`config.mk`:
```
export PLATFORM = sky130hd
export DESIGN_NAME = amm_write_master
export DESIGN_NICKNAME = d
export VERILOG_FILES = /design/src/rtl/amm_wm_pkg.sv /design/src/rtl/amm_wm_fifo.sv /design/src/rtl/amm_write_master.sv
export SDC_FILE = /design/constraint.sdc
export NUM_CORES = 1
export LEC_CHECK = 0
export CAP_MARGIN = 20
export CORE_ASPECT_RATIO = 1.4
export CORE_UTILIZATION = 56
export CTS_CLUSTER_DIAMETER = 120
export DETAILED_ROUTE_END_ITERATION = 10
export PLACE_DENSITY = 0.78
export SYNTH_ARGS = -nofsm -noshare
export SYNTH_HDL_FRONTEND = slang
export SYNTH_SLANG_ARGS = --single-unit
```
`constraint.sdc`:
```
create_clock -name clk -period 4.3 [get_ports clk]
set_input_delay 1.075 -clock clk [delete_from_list [all_inputs] [get_ports clk]]
set_output_delay 1.075 -clock clk [all_outputs]
set_load 0.1 [all_outputs]
```
`src/rtl/amm_wm_pkg.sv`:
```
// Shared types and constants for the amm_write_master Avalon-MM write engine.
package amm_wm_pkg;

    typedef enum logic {
        IDLE = 1'b0,
        RUN  = 1'b1
    } state_t;

    localparam int WORD_BYTES = 4;

    function automatic int fifo_ptr_w(input int depth);
        return $clog2(depth);
    endfunction

endpackage

```
`src/rtl/amm_wm_fifo.sv`:
```
// Synchronous word FIFO; head word is visible the cycle after it is pushed.
module amm_wm_fifo
    import amm_wm_pkg::*;
#(
    parameter int WIDTH = 32,
    parameter int DEPTH = 32
) (
    input  logic                      clk,
    input  logic                      n_rst,
    input  logic                      push,
    input  logic [WIDTH-1:0]          data_in,
    input  logic                      pop,
    output logic [WIDTH-1:0]          data_out,
    output logic [fifo_ptr_w(DEPTH):0] count,
    output logic                      full,
    output logic                      empty
);

    localparam int PW = fifo_ptr_w(DEPTH);

    logic [PW-1:0]    wr_ptr_q, wr_ptr_d;
    logic [PW-1:0]    rd_ptr_q, rd_ptr_d;
    logic [PW:0]      count_q, count_d;
    logic [WIDTH-1:0] mem_q [DEPTH];
    logic             push_ok;
    logic             pop_ok;

    assign full     = (count_q == (PW+1)'(DEPTH));
    assign empty    = (count_q == '0);
    assign count    = count_q;
    assign data_out = mem_q[rd_ptr_q];

    // Full is judged on the registered count, so a push is dropped even when a pop frees a slot.
    assign push_ok = push && !full;
    assign pop_ok  = pop && !empty;

    always_comb begin
        wr_ptr_d = wr_ptr_q;
        rd_ptr_d = rd_ptr_q;
        count_d  = count_q;
        if (push_ok) wr_ptr_d = wr_ptr_q + 1'b1;
        if (pop_ok)  rd_ptr_d = rd_ptr_q + 1'b1;
        case ({push_ok, pop_ok})
            2'b10:   count_d = count_q + 1'b1;
            2'b01:   count_d = count_q - 1'b1;
            default: count_d = count_q;
        endcase
    end

    always_ff @(posedge clk or negedge n_rst) begin
        if (!n_rst) begin
            wr_ptr_q <= '0;
            rd_ptr_q <= '0;
            count_q  <= '0;
        end else begin
            wr_ptr_q <= wr_ptr_d;
            rd_ptr_q <= rd_ptr_d;
            count_q  <= count_d;
        end
    end

    always_ff @(posedge clk) begin
        if (push_ok) mem_q[wr_ptr_q] <= data_in;
    end

endmodule

```
`src/rtl/amm_write_master.sv`:
```
// Avalon-MM single-word write master fed by a user push FIFO.
// Optional sticky overflow flag enabled with `define AMM_WM_OVERFLOW_EN.
module amm_write_master
    import amm_wm_pkg::*;
#(
    parameter int ADDRESSWIDTH = 28,
    parameter int DATAWIDTH    = 32,
    parameter int FIFO_DEPTH   = 32
) (
    input  logic                     clk,
    input  logic                     n_rst,
    input  logic                     control_fixed_location,
    input  logic [ADDRESSWIDTH-1:0]  control_write_base,
    input  logic [ADDRESSWIDTH-1:0]  control_write_length,
    input  logic                     control_go,
    output logic                     control_done,
    input  logic                     user_write_buffer,
    input  logic [DATAWIDTH-1:0]     user_buffer_data,
    output logic                     user_buffer_full,
    output logic [ADDRESSWIDTH-1:0]  master_address,
    output logic                     master_write,
    output logic [DATAWIDTH/8-1:0]   master_byteenable,
    output logic [DATAWIDTH-1:0]     master_writedata,
    input  logic                     master_waitrequest
`ifdef AMM_WM_OVERFLOW_EN
    ,
    output logic                     overflow
`endif
);

    localparam int CW = ADDRESSWIDTH - 2;
    localparam int PW = fifo_ptr_w(FIFO_DEPTH);

    state_t                  state_q, state_d;
    logic [ADDRESSWIDTH-1:0] addr_q, addr_d;
    logic [CW-1:0]           remaining_q, remaining_d;
    logic                    fixed_q, fixed_d;
    logic                    done_q, done_d;

    logic                    fifo_full;
    logic                    fifo_empty;
    logic [PW:0]             fifo_count;
    logic                    accept;
    logic [CW-1:0]           go_words;
    logic                    unused_bits;

    amm_wm_fifo #(
        .WIDTH (DATAWIDTH),
        .DEPTH (FIFO_DEPTH)
    ) u_fifo (
        .clk      (clk),
        .n_rst    (n_rst),
        .push     (user_write_buffer),
        .data_in  (user_buffer_data),
        .pop      (accept),
        .data_out (master_writedata),
        .count    (fifo_count),
        .full     (fifo_full),
        .empty    (fifo_empty)
    );

    assign unused_bits = ^{fifo_count, control_write_length[1:0]};

    // Write request is decoded from registered state only, so it cannot change while stalled.
    assign master_write      = (state_q == RUN) && !fifo_empty && (remaining_q != '0);
    assign accept            = master_write && !master_waitrequest;
    assign master_address    = addr_q;
    assign master_byteenable = '1;
    assign control_done      = done_q;
    assign user_buffer_full  = fifo_full;
    assign go_words          = control_write_length[ADDRESSWIDTH-1:2];

    always_comb begin
        state_d     = state_q;
        addr_d      = addr_q;
        remaining_d = remaining_q;
        fixed_d     = fixed_q;
        done_d      = done_q;
        case (state_q)
            IDLE: begin
                if (control_go) begin
                    addr_d  = control_write_base;
                    fixed_d = control_fixed_location;
                    if (go_words != '0) begin
                        remaining_d = go_words;
                        state_d     = RUN;
                        done_d      = 1'b0;
                    end
                end
            end
            RUN: begin
                if (accept) begin
                    remaining_d = remaining_q - 1'b1;
                    if (!fixed_q) addr_d = addr_q + ADDRESSWIDTH'(WORD_BYTES);
                    if (remaining_q == CW'(1)) begin
                        state_d = IDLE;
                        done_d  = 1'b1;
                    end
                end
            end
            default: state_d = IDLE;
        endcase
    end

    always_ff @(posedge clk or negedge n_rst) begin
        if (!n_rst) begin
            state_q     <= IDLE;
            addr_q      <= '0;
            remaining_q <= '0;
            fixed_q     <= 1'b0;
            done_q      <= 1'b1;
        end else begin
            state_q     <= state_d;
            addr_q      <= addr_d;
            remaining_q <= remaining_d;
            fixed_q     <= fixed_d;
            done_q      <= done_d;
        end
    end

`ifdef AMM_WM_OVERFLOW_EN
    logic overflow_q, overflow_d;

    // A dropped push in the same cycle as a go still leaves the flag set.
    always_comb begin
        overflow_d = overflow_q;
        if (state_q == IDLE && control_go) overflow_d = 1'b0;
        if (user_write_buffer && fifo_full) overflow_d = 1'b1;
    end

    always_ff @(posedge clk or negedge n_rst) begin
        if (!n_rst) overflow_q <= 1'b0;
        else        overflow_q <= overflow_d;
    end

    assign overflow = overflow_q;
`endif

endmodule

```
==> results.yml <==
status:
  status: "complete, but fails checks"
  violations: "negative setup slack"
global_route:
  grt_use_met2_pct: 50.77
  grt_antenna_before_repair: 2
  gr-max-usage-layer: "met2"
  grt_max_degree: 53
  grt_pass1_wl_um: 158500
  grt_usage_pct: 28.53
  gr-usage-met3_pct: 3.981
  use_met1_pct: 34.44
  first_global_vias: 23640
  grt_overflow: 0
logic_synthesis:
  synth_area_leaders: "edfxtp_1 (71%), mux4_2 (17%), dfrtp_1 (4.2%), mux2_2 (0.86%), nor2_1 (0.86%)"
  syn-cell-area_um2: 43320
  synthArstFlopShare_pct: 6.655
  synth-edff-count: 1024
  yosysSeqAreaShare_pct: 75.21
  synth_warnings: 0
  synth_ff_type: "edfxtp_1"
  syn_area_per_cell_um2: 21.38
  netlist_instances: 2026
  yosysUniqueCellTypes: 64
  yosys.area.top_type: "edfxtp_1"
  synth_top_area_share_pct: 70.99
  synth_seq_cells: 1097
cells_and_area:
  syn2layout_area_growth_pct: 17.83
  layout-drive-gt1-share_pct: 29.97
  nets: 2429
  most-common-layout-cells: "edfxtp_1 (1,024), mux4_2 (320), clkdlybuf4s50_1 (119), buf_4 (107), clkbuf_16 (105)"
  layoutNonFillerInstCount: 3376
  layout_commonest_cell: "edfxtp_1"
cts:
  clock_latency_ps: 670
  clock-sinks: 1097
  cts_root_buf: "clkbuf_16"
  clockBufferDepth: 3
  cts_tree: "built"
  clk_pin_slew_ps: 70
  cts_max_level: 3
  cts-buffers-inserted: 98
setup_path:
  slowest_delay_ps: 520
  path_cells: "buf_12 > buf_16 > buf_12 > buf_16 > mux4_2 > mux4_2 > mux2_4 > buf_12"
  cp_num_buf_inv: 5
  crit_family: "multiplexers"
  worst-endpoint-required_ps: 3220
  crit_type: "reg2out"
  cp_num_cells: 8
  crit_path_max_fanout: 10
  crit_path_end_kind: "output pin"
  crit_slowest_cell: "dfrtp_4"
  crit_top_cell: "buf_12"
  cp.arrival_ps: 3240
  startpoint_type: "register"
  reg2reg_depth: 13
floorplanning:
  top_level_ports: 161
  floorplan.initialDensity_pct: 56.57
  die-area_um2: 78490
  die_y_um: 331.1
  row_count: 120
  die-width_um: 237.1
  coreArea_um2: 76570
place:
  numPortBuffers: 154
  dp_hpwl_um: 58260
  dp_cells: 3158
  gp_congestion: 0.8905
power_and_ir_drop:
  pwr_density_cell_nw_per_um2: 740.0
  p_leak_nw: 16.54
  switching_power_mw: 13.57
  clockPowerShare_pct: 22.8
  ir_worst_vdd_mv: 0.8722
  p_int_mw: 24.21
  power_mw: 37.77
  seq_power_share_pct: 35.4
  switching_share_pct: 35.91
  power_frac_comb_pct: 41.8
drt:
  ant_nets: 0
  firstDrtPassIters: 7
  vias: 22910
  initialDrtViolationCount: 2734
  vias_per_cell: 6.787
  wirelength_um: 111100
  drc_errors: 0
  wire_per_inst_um: 32.92
timing:
  finalCritPeriodShare_pct: 100.4
  hold_viol_final: 0
  min_period_ps: 4317
  slew_viol_final: 0
  setup_tns_ps: -63.73
  setup_ws_ps: -16.90
  setup_viol: 7
  skew_ps: 34.62
  rsz0062_at_grt: "true"
  relSlewSlack_pct: 22.91
  timing.fmax_ghz: 0.2316
  tightest_slew_ps: 1153
hold_path:
  whs_path_depth: 2
  hold_path_class: "reg2reg"
job:
  max_cap_viol_count: 0
==> synth_stat cells, types with 14 or more instances <==
master	n
a21oi_1	29
dfrtp_1	72
o21ai_0	43
clkbuf_1	66
nand3_1	14
nor2_1	99
nor3_1	25
nor4_1	20
buf_2	35
nand2_1	45
o32ai_1	18
edfxtp_1	1024
mux2_2	33
nand4_1	29
inv_1	18
mux4_2	320
==> per-layer routing <==
metal	up-vias	part of all wire (%)
met3	314	7.8
li1	9123	-
met2	1490	53
met1	11980	34
met5	-	0.012
met4	2	4.6
==> logic make-up (layout without fill, tap and decap cells) <==
kind of cell | count (synthesis) | after routing | share of synthesized area, %
AO/OA/AOI/OAI | 140 | 140 | 2.071
XOR/XNOR | 14 | 14 | 0.2830
adder cells (fa/ha/maj) | 14 | 14 | 0.4217
buffers and inverters | 129 | 499 | 1.271
flip-flops | 1097 | 1097 | 75.21
multiplexers | 356 | 356 | 17.56
other | 1 | 5 | 0.008657
AND/OR/NAND/NOR | 275 | 275 | 3.174
==> sequential cells by signal, summed over array words and instances, names as in the netlist <==
name and flops:
control_done 1, fixed_q 1, master_address 28, remaining_q 26, state_q 1, u_fifo.count 6, u_fifo.mem_q 1024, u_fifo.rd_ptr_q 5
u_fifo.wr_ptr_q 5
==> power by group through the flow <==
stage                     Combinational [mW]  Sequential (mW)  Clock (mW)
final                                   15.8             13.4        8.62
after global routing                    16.4             13.4        9.06
after CTS                               15.6             13.3        8.68
after detailed placement                14.9             13.6           0
after global placement                  14.6             13.5           0
after floorplan                         9.60             13.9           0
==> stage by stage <==
stage	area, um2	hold WS, ps	setup slack, ps	util, %
floorplan	43330	461.6	612.2	-
detailed placement	47350	470.2	430.4	61.84
CTS	50800	485.8	-61.84	66.34
finish	51040	479.7	-16.90	66.66
global route	51040	514.4	-89.96	66.66
global placement	47350	468.4	435.6	61.84
==> tightest hold or removal path: stages, from the launching register on <==
cell and delay, ps:
dfrtp_1 340, nand2_1 50, nand2_1 60
==> timing repair <==
item,CTS,global route
setup endpoints to repair,32,23
setup buffers,18,15
gates resized for setup,11,15
gates cloned,4,2
hold buffers,0,0
==> final timing paths <==
path | to | slack, ps | from
min in group asynchronous | u_fifo.wr_ptr_q[2] | 570 | n_rst
worst max-delay path | master_writedata[16] | -20 | u_fifo.rd_ptr_q[0]
worst min register to register | master_address[0] | 480 | master_address[0]
worst min-delay path | master_address[0] | 480 | master_address[0]
worst max register to register | u_fifo.count[5] | 1060 | remaining_q[0]
max in group asynchronous | master_address[5] | 2700 | n_rst
==> cell type report <==
class | count | area (um2)
inverters | 18 | 67.56
clock buffers | 123 | 2610
repair buffers | 303 | 3573
well taps | 976 | 1221
fillers | 4639 | 25530
multi-input cells | 803 | 10490
clock inverters | 55 | 486.7
flip-flops and latches | 1097 | 32590
diodes | 1 | 2.502
No activity file was read; power rests on OpenSTA's default activity.
